<file path="config.mk">
export PLATFORM = sky130hd
export DESIGN_NAME = mod_exp_engine_flat
export DESIGN_NICKNAME = d
export VERILOG_FILES = /design/src/rtl/rsa_pkg.sv /design/src/rtl/mod_exp_engine_if.sv /design/src/rtl/mod_mul_stage.sv /design/src/rtl/mod_exp_engine.sv /design/src/flat_wrapper.sv
export SDC_FILE = /design/constraint.sdc
export NUM_CORES = 2
export LEC_CHECK = 0
export CORE_MARGIN = 5
export CORE_UTILIZATION = 40
export DETAILED_ROUTE_END_ITERATION = 10
export PLACE_DENSITY = 0.63
export SLEW_MARGIN = 30
export SYNTH_ARGS = -nofsm -noshare
export SYNTH_HDL_FRONTEND = slang
export SYNTH_SLANG_ARGS = --single-unit
</file>
<file path="constraint.sdc">
create_clock -name clk -period 100.5 [get_ports clk]
set_clock_uncertainty 0.1 [all_clocks]
set_input_delay 15.075 -clock clk [delete_from_list [all_inputs] [get_ports clk]]
set_output_delay 15.075 -clock clk [all_outputs]
set_load 0.01 [all_outputs]
</file>
<file path="src/rtl/rsa_pkg.sv">
// Shared types and defaults for the modular-exponentiation engine.
package rsa_pkg;

    localparam int DATA_W_DEF = 16;
    localparam int EXP_W_DEF  = 16;

    typedef enum logic [2:0] {
        S_IDLE = 3'd0,
        S_LOAD = 3'd1,
        S_MUL  = 3'd2,
        S_RED  = 3'd3,
        S_DONE = 3'd4
    } state_t;

endpackage

</file>
<file path="src/rtl/mod_exp_engine_if.sv">
// Request/response bundle of the modular-exponentiation engine.
interface mod_exp_engine_if
    import rsa_pkg::*;
#(
    parameter int DATA_W = DATA_W_DEF,
    parameter int EXP_W  = EXP_W_DEF
) ();

    logic              start;
    logic [DATA_W-1:0] msg_in;
    logic [EXP_W-1:0]  exp_in;
    logic [DATA_W-1:0] mod_in;
    logic              ready;
    logic              busy;
    logic              done;
    logic              err;
    logic [DATA_W-1:0] result;

    modport master (
        output start, msg_in, exp_in, mod_in,
        input  ready, busy, done, err, result
    );

    modport slave (
        input  start, msg_in, exp_in, mod_in,
        output ready, busy, done, err, result
    );

endinterface

</file>
<file path="src/rtl/mod_mul_stage.sv">
// One multiply-then-reduce lane: registers a*b on mul_en and (a*b) mod n on red_en.
// The residue register can also be preset with ld_val on ld_en.
module mod_mul_stage #(
    parameter int DATA_W = 16
) (
    input  logic              clk,
    input  logic              reset,
    input  logic              ld_en,
    input  logic              mul_en,
    input  logic              red_en,
    input  logic [DATA_W-1:0] ld_val,
    input  logic [DATA_W-1:0] a,
    input  logic [DATA_W-1:0] b,
    input  logic [DATA_W-1:0] n,
    output logic [DATA_W-1:0] r
);

    logic [2*DATA_W-1:0] p;
    logic [DATA_W-1:0]   rem;

    // The remainder is below n, so it always fits back into DATA_W bits.
    assign rem = (n == '0) ? '0 : DATA_W'(p % {{DATA_W{1'b0}}, n});

    // NOTE: non-blocking updates so both lanes read pre-edge acc/base values.
    always_ff @(posedge clk) begin
        if (reset) begin
            p <= '0;
            r <= '0;
        end else begin
            if (mul_en)
                p <= {{DATA_W{1'b0}}, a} * {{DATA_W{1'b0}}, b};
            if (red_en)
                r <= rem;
            else if (ld_en)
                r <= ld_val;
        end
    end

endmodule

</file>
<file path="src/rtl/mod_exp_engine.sv">
// Constant-time LSB-first square-and-multiply engine computing msg^exp mod n.
// Always runs EXP_W MUL/RED iterations so latency is independent of operands.
module mod_exp_engine
    import rsa_pkg::*;
#(
    parameter int DATA_W = DATA_W_DEF,
    parameter int EXP_W  = EXP_W_DEF
) (
    input logic            clk,
    input logic            reset,
    mod_exp_engine_if.slave bus
);

    localparam int CNT_W = (EXP_W > 1) ? $clog2(EXP_W) : 1;
    localparam logic [CNT_W-1:0] LAST_BIT = CNT_W'(EXP_W - 1);

    state_t            state;
    logic [CNT_W-1:0]  bit_cnt;
    logic [DATA_W-1:0] msg_q;
    logic [EXP_W-1:0]  exp_q;
    logic [DATA_W-1:0] n_q;
    logic [DATA_W-1:0] result_q;
    logic              ready_q;
    logic              busy_q;
    logic              done_q;
    logic              err_q;

    logic [DATA_W-1:0] acc;
    logic [DATA_W-1:0] base;
    logic [DATA_W-1:0] acc_ld;
    logic [DATA_W-1:0] base_ld;
    logic [DATA_W-1:0] mul_b;
    logic              ld_en;
    logic              mul_en;
    logic              red_en;

    assign ld_en  = (state == S_LOAD);
    assign mul_en = (state == S_MUL);
    assign red_en = (state == S_RED);

    // acc starts at 1 mod n; n==0 also yields 0 so the error result reads 0.
    assign acc_ld  = (n_q <= DATA_W'(1)) ? '0 : DATA_W'(1);
    assign base_ld = (n_q == '0) ? '0 : msg_q % n_q;
    assign mul_b   = exp_q[bit_cnt] ? base : DATA_W'(1);

    mod_mul_stage #(.DATA_W(DATA_W)) u_mul (
        .clk    (clk),
        .reset  (reset),
        .ld_en  (ld_en),
        .mul_en (mul_en),
        .red_en (red_en),
        .ld_val (acc_ld),
        .a      (acc),
        .b      (mul_b),
        .n      (n_q),
        .r      (acc)
    );

    mod_mul_stage #(.DATA_W(DATA_W)) u_sqr (
        .clk    (clk),
        .reset  (reset),
        .ld_en  (ld_en),
        .mul_en (mul_en),
        .red_en (red_en),
        .ld_val (base_ld),
        .a      (base),
        .b      (base),
        .n      (n_q),
        .r      (base)
    );

    always_ff @(posedge clk) begin
        if (reset) begin
            state    <= S_IDLE;
            bit_cnt  <= '0;
            msg_q    <= '0;
            exp_q    <= '0;
            n_q      <= '0;
            result_q <= '0;
            ready_q  <= 1'b1;
            busy_q   <= 1'b0;
            done_q   <= 1'b0;
            err_q    <= 1'b0;
        end else begin
            // NOTE: default-low here makes done a single-cycle pulse without extra logic.
            done_q <= 1'b0;
            case (state)
                S_IDLE, S_DONE: begin
                    if (state == S_DONE)
                        result_q <= acc;
                    if (bus.start) begin
                        msg_q   <= bus.msg_in;
                        exp_q   <= bus.exp_in;
                        n_q     <= bus.mod_in;
                        bit_cnt <= '0;
                        err_q   <= 1'b0;
                        ready_q <= 1'b0;
                        busy_q  <= 1'b1;
                        state   <= S_LOAD;
                    end else begin
                        state <= S_IDLE;
                    end
                end
                S_LOAD: begin
                    if (n_q == '0) begin
                        err_q   <= 1'b1;
                        done_q  <= 1'b1;
                        ready_q <= 1'b1;
                        busy_q  <= 1'b0;
                        state   <= S_DONE;
                    end else begin
                        state <= S_MUL;
                    end
                end
                S_MUL: state <= S_RED;
                S_RED: begin
                    bit_cnt <= bit_cnt + CNT_W'(1);
                    if (bit_cnt == LAST_BIT) begin
                        done_q  <= 1'b1;
                        ready_q <= 1'b1;
                        busy_q  <= 1'b0;
                        state   <= S_DONE;
                    end else begin
                        state <= S_MUL;
                    end
                end
                default: state <= S_IDLE;
            endcase
        end
    end

    // While in DONE the fresh accumulator is shown; it is latched on leaving DONE.
    assign bus.result = (state == S_DONE) ? acc : result_q;
    assign bus.ready  = ready_q;
    assign bus.busy   = busy_q;
    assign bus.done   = done_q;
    assign bus.err    = err_q;

endmodule
</file>
<file path="src/flat_wrapper.sv">
// flat-port wrapper written by rule: the top's interface ports become plain ports
module mod_exp_engine_flat import rsa_pkg::*;
#(
    parameter int DATA_W = DATA_W_DEF,
    parameter int EXP_W  = EXP_W_DEF
)
  (clk, reset, bus_start, bus_msg_in, bus_exp_in, bus_mod_in, bus_ready, bus_busy, bus_done, bus_err, bus_result);
  mod_exp_engine_if #(.DATA_W(DATA_W), .EXP_W(EXP_W)) bus_i ();
  input logic clk;
  input logic reset;
  input wire logic [$bits(bus_i.start)-1:0] bus_start;
  input wire logic [$bits(bus_i.msg_in)-1:0] bus_msg_in;
  input wire logic [$bits(bus_i.exp_in)-1:0] bus_exp_in;
  input wire logic [$bits(bus_i.mod_in)-1:0] bus_mod_in;
  output wire logic [$bits(bus_i.ready)-1:0] bus_ready;
  output wire logic [$bits(bus_i.busy)-1:0] bus_busy;
  output wire logic [$bits(bus_i.done)-1:0] bus_done;
  output wire logic [$bits(bus_i.err)-1:0] bus_err;
  output wire logic [$bits(bus_i.result)-1:0] bus_result;
  assign bus_i.start = bus_start;
  assign bus_i.msg_in = bus_msg_in;
  assign bus_i.exp_in = bus_exp_in;
  assign bus_i.mod_in = bus_mod_in;
  assign bus_ready = bus_i.ready;
  assign bus_busy = bus_i.busy;
  assign bus_done = bus_i.done;
  assign bus_err = bus_i.err;
  assign bus_result = bus_i.result;
  mod_exp_engine #(.DATA_W(DATA_W), .EXP_W(EXP_W)) u_core (.clk(clk), .reset(reset), .bus(bus_i));
endmodule
</file>
==> results.md <==
- WP data required: 100.79 ns
- Vias in the first global route: 70712
- Headroom to the max-slew limit: 30.76%
- Longest Clk Path Bufs: 2
- I/O Buffers: 70
- Cells after Synth: 9902
- Nets: 11303
- Drt pass-1 iters: 8
- Largest area contributor in the netlist: ha_1
- Crit path top cell by count: o21a_1
- Die width: 437.2 um
- Max Cap Viol: 0
- CP max-delay cell: or4_1
- Yosys cell types: 131
- Die height: 437.2 um
- Setup violations, final: 0
- Die area: 191100 um2
- Top FF cell, synth: dfxtp_1
- Syn. warnings: 0
- Top cell type's share of synthesized area: 19.27%
- Via Count: 73714
- Grt ovf: 0
- Setup slack, reg-to-reg: 6.53 ns
- TritonCTS Buffers: 17
- Register area: 3407 um2
- Synth Register Bits: 170
- First-pass GRT wire length: 384900 um
- Starting Density: 40.30%
- Seq/Total Area, Yosys: 4.662%
- # clock sinks: 170
- Status: finished clean
- Final ANT Viol Nets: 0
- Crit-path max cell delay: 0.49 ns
- Worst setup SP type: flop
- Reg2reg start: u_core.n_q[15]$_SDFFE_PP0P_
- Final wirelength: 245600 um
- Via density: 6.067
- Hold path startpoint: u_core.exp_q[5]$_SDFFE_PP0P_
- Worst EP arrival: 94.27 ns
- CP max FO: 30
- Worst setup path category: reg2reg
- Clock latency at the later pin of the worst-skew pair: 0.51 ns
- Post-layout min period: 93.97 ns
- DP HPWL: 195300 um
- Final worst-path cycle share: 93.50%
- # rows: 156
- Worst r2r path cells: 428
- Layout cells sized above 1: 8.508%
- Global Route Usage Sum: 24.46%
- Critical path startpoint: u_core.n_q[15]$_SDFFE_PP0P_
- Post-route DRC: 0
- Final Hold Violating Endpoints: 0
- Largest net degree at the start of global routing: 101
- Hold Path Class: reg2reg
- Post-synth EDFFs: 0
- Clock Root Buffer: clkbuf_16
- Fill cells: 18396
- Hold Path Stages: 2
- Avg Synthesized Cell Area: 7.372 um2
- Peak Freq: 10.64 MHz
- Post-synth ARST share: 0%
- Final Util: 42.89%
- Area contributors post-synth: ha_1 19%, fa_1 9.9%, nand2_1 5.3%, o21a_1 5.2%, a21oi_1 5.1%
- Tightest Pin Transition: 1.037 ns
- Area growth syn-to-layout: 6.421%
- Multi-input logic area: 66350 um2
- Syn_nets: 11439
- I/O pin total: 71
- Clk slew on worst S/H paths: 0.09 ns
- CTS tree: done
- Synthesized area: 72990 um2
- Max Slew Vio Count: 0
- Core area: 181100 um2
- Initial antenna violation count: 0
- Initial DRC count: 5292
- GPL Wtd Cong: 0.9499
- CTS H-tree lvls: 4
- Endpoint class of the critical path: flop
- Avg WL per Cell: 20.21 um
## worst max-delay path: cells and delay by family (launching register included)
family,cells,cell delay [ns]
AOI/OAI and AO/OA,246,53.68
DFF,1,0.44
buffers and inverters,28,5.51
and+or+nand+nor,115,21.81
adders and majority gates,32,9.62
muxes,7,2.52
## sequential cells by signal, indices dropped and copies added (netlist names)
signal            flops
u_core.bus.ready      1
u_core.bus.err        1
u_core.u_sqr.r       16
u_core.exp_q         16
u_core.msg_q         16
u_core.bit_cnt        4
u_core.bus.done       1
u_core.n_q           16
u_core.u_mul.p       32
u_core.state          3
u_core.result_q      16
u_core.u_mul.r       16
u_core.u_sqr.p       31
u_core.bus.busy       1
## kinds of logic (layout without fill, tap and decap cells)
group | Yosys count | count (layout) | synth area share [%]
other cells | 0 | 1 | 0
compound gates | 2809 | 2809 | 25.95
xor+xnor | 477 | 477 | 5.734
flops | 170 | 170 | 4.662
simple gates | 3618 | 3618 | 24.04
buf+inv | 1009 | 886 | 5.314
mux | 330 | 330 | 5.060
fa+ha+maj | 1489 | 1489 | 29.24
## layout make-up
type                            count  area share (%)
Tap cell                         2370           3.817
Antenna cell                        1        0.003221
Clock buffer                       17          0.5476
Sequential cell                   170           4.386
Inverter                          611           2.973
Timing Repair Buffer              243           2.611
Clock inverter                     15          0.2529
Multi-Input combinational cell   8723           85.41
## routing by layer
metal | up-vias | part of all wire (%) | global-route usage, %
met5 | - | 0 | 0
met4 | 0 | 4.2 | 8.994
met3 | 442 | 5.1 | 2.088
met2 | 2121 | 46 | 41.70
met1 | 35444 | 44 | 32.23
li1 | 35707 | - | -
## cells in the mapped netlist (23+ instances only)
cell type,count
ha_1,1124
nand2_1,1034
nor2_1,819
a21oi_1,749
inv_1,611
nor3_1,536
o21a_1,504
fa_1,362
o21ai_0,347
xnor2_1,332
clkbuf_1,330
mux2_2,251
a21o_1,219
o31ai_1,202
nand3_1,180
dfxtp_1,170
and2_1,156
xor2_1,144
and3_1,136
or2_2,136
nand4_1,121
nand2b_1,106
nor2b_1,92
o21bai_1,90
a31oi_1,82
a211oi_1,80
or3_1,79
o211ai_1,78
mux2i_1,71
nor4_1,53
o21ai_1,37
buf_2,33
o31a_1,27
a21boi_0,26
a211o_1,24
a22oi_1,24
a31o_2,24
or4_1,24
buf_1,23
## path summary, 6_finish.rpt
check / endpoint
worst max-delay path: u_core.u_sqr.r[12]$_SDFFE_PP0N_
worst max register to register: u_core.u_sqr.r[12]$_SDFFE_PP0N_
worst min-delay path: u_core.exp_q[5]$_SDFFE_PP0P_
worst min register to register: u_core.exp_q[5]$_SDFFE_PP0P_
## cells in the final DEF, fill, tap and decap left out, types with 106 or more instances in the layout
master / Yosys / final
o21a_1: 504 / 498
fa_1: 362 / 362
or2_2: 136 / 133
nand4_1: 121 / 121
nand3_1: 180 / 176
ha_1: 1124 / 1124
xor2_1: 144 / 144
nand2_1: 1034 / 1026
inv_1: 611 / 595
a21oi_1: 749 / 739
buf_4: 9 / 168
and2_1: 156 / 153
a21o_1: 219 / 217
mux2_2: 251 / 251
nand2b_1: 106 / 106
xnor2_1: 332 / 332
nor3_1: 536 / 527
o21ai_0: 347 / 337
and3_1: 136 / 135
nor2_1: 819 / 804
dfxtp_1: 170 / 167
o31ai_1: 202 / 196
## through the flow
step | cell area [um2] | TNS [ns] | cells | hold slack, ns | worst slack (ns)
floorplan | 72990 | 0 | 9902 | 0.3331 | 5.994
global placement | 76180 | 0 | 12080 | 0.3409 | 2.447
detailed placement | 76180 | -1.857 | 12080 | 0.3461 | -0.4703
CTS | 76810 | 0 | 12112 | 0.3592 | 0.04122
global route | 77680 | -0.6421 | 12149 | 0.3836 | -0.1997
finish | 77680 | 0 | 12150 | 0.3599 | 6.528
## timing repair
item                       in CTS  in global routing
setup buffers                   0                 34
gates cloned                    0                  0
setup endpoints to repair      16                 32
pin swaps                       0                 16
resized for setup               3                131
hold buffers                    0                  0
Power is not shown: default switching activity piles up to over one toggle a cycle in this logic, so the estimate is an artifact.
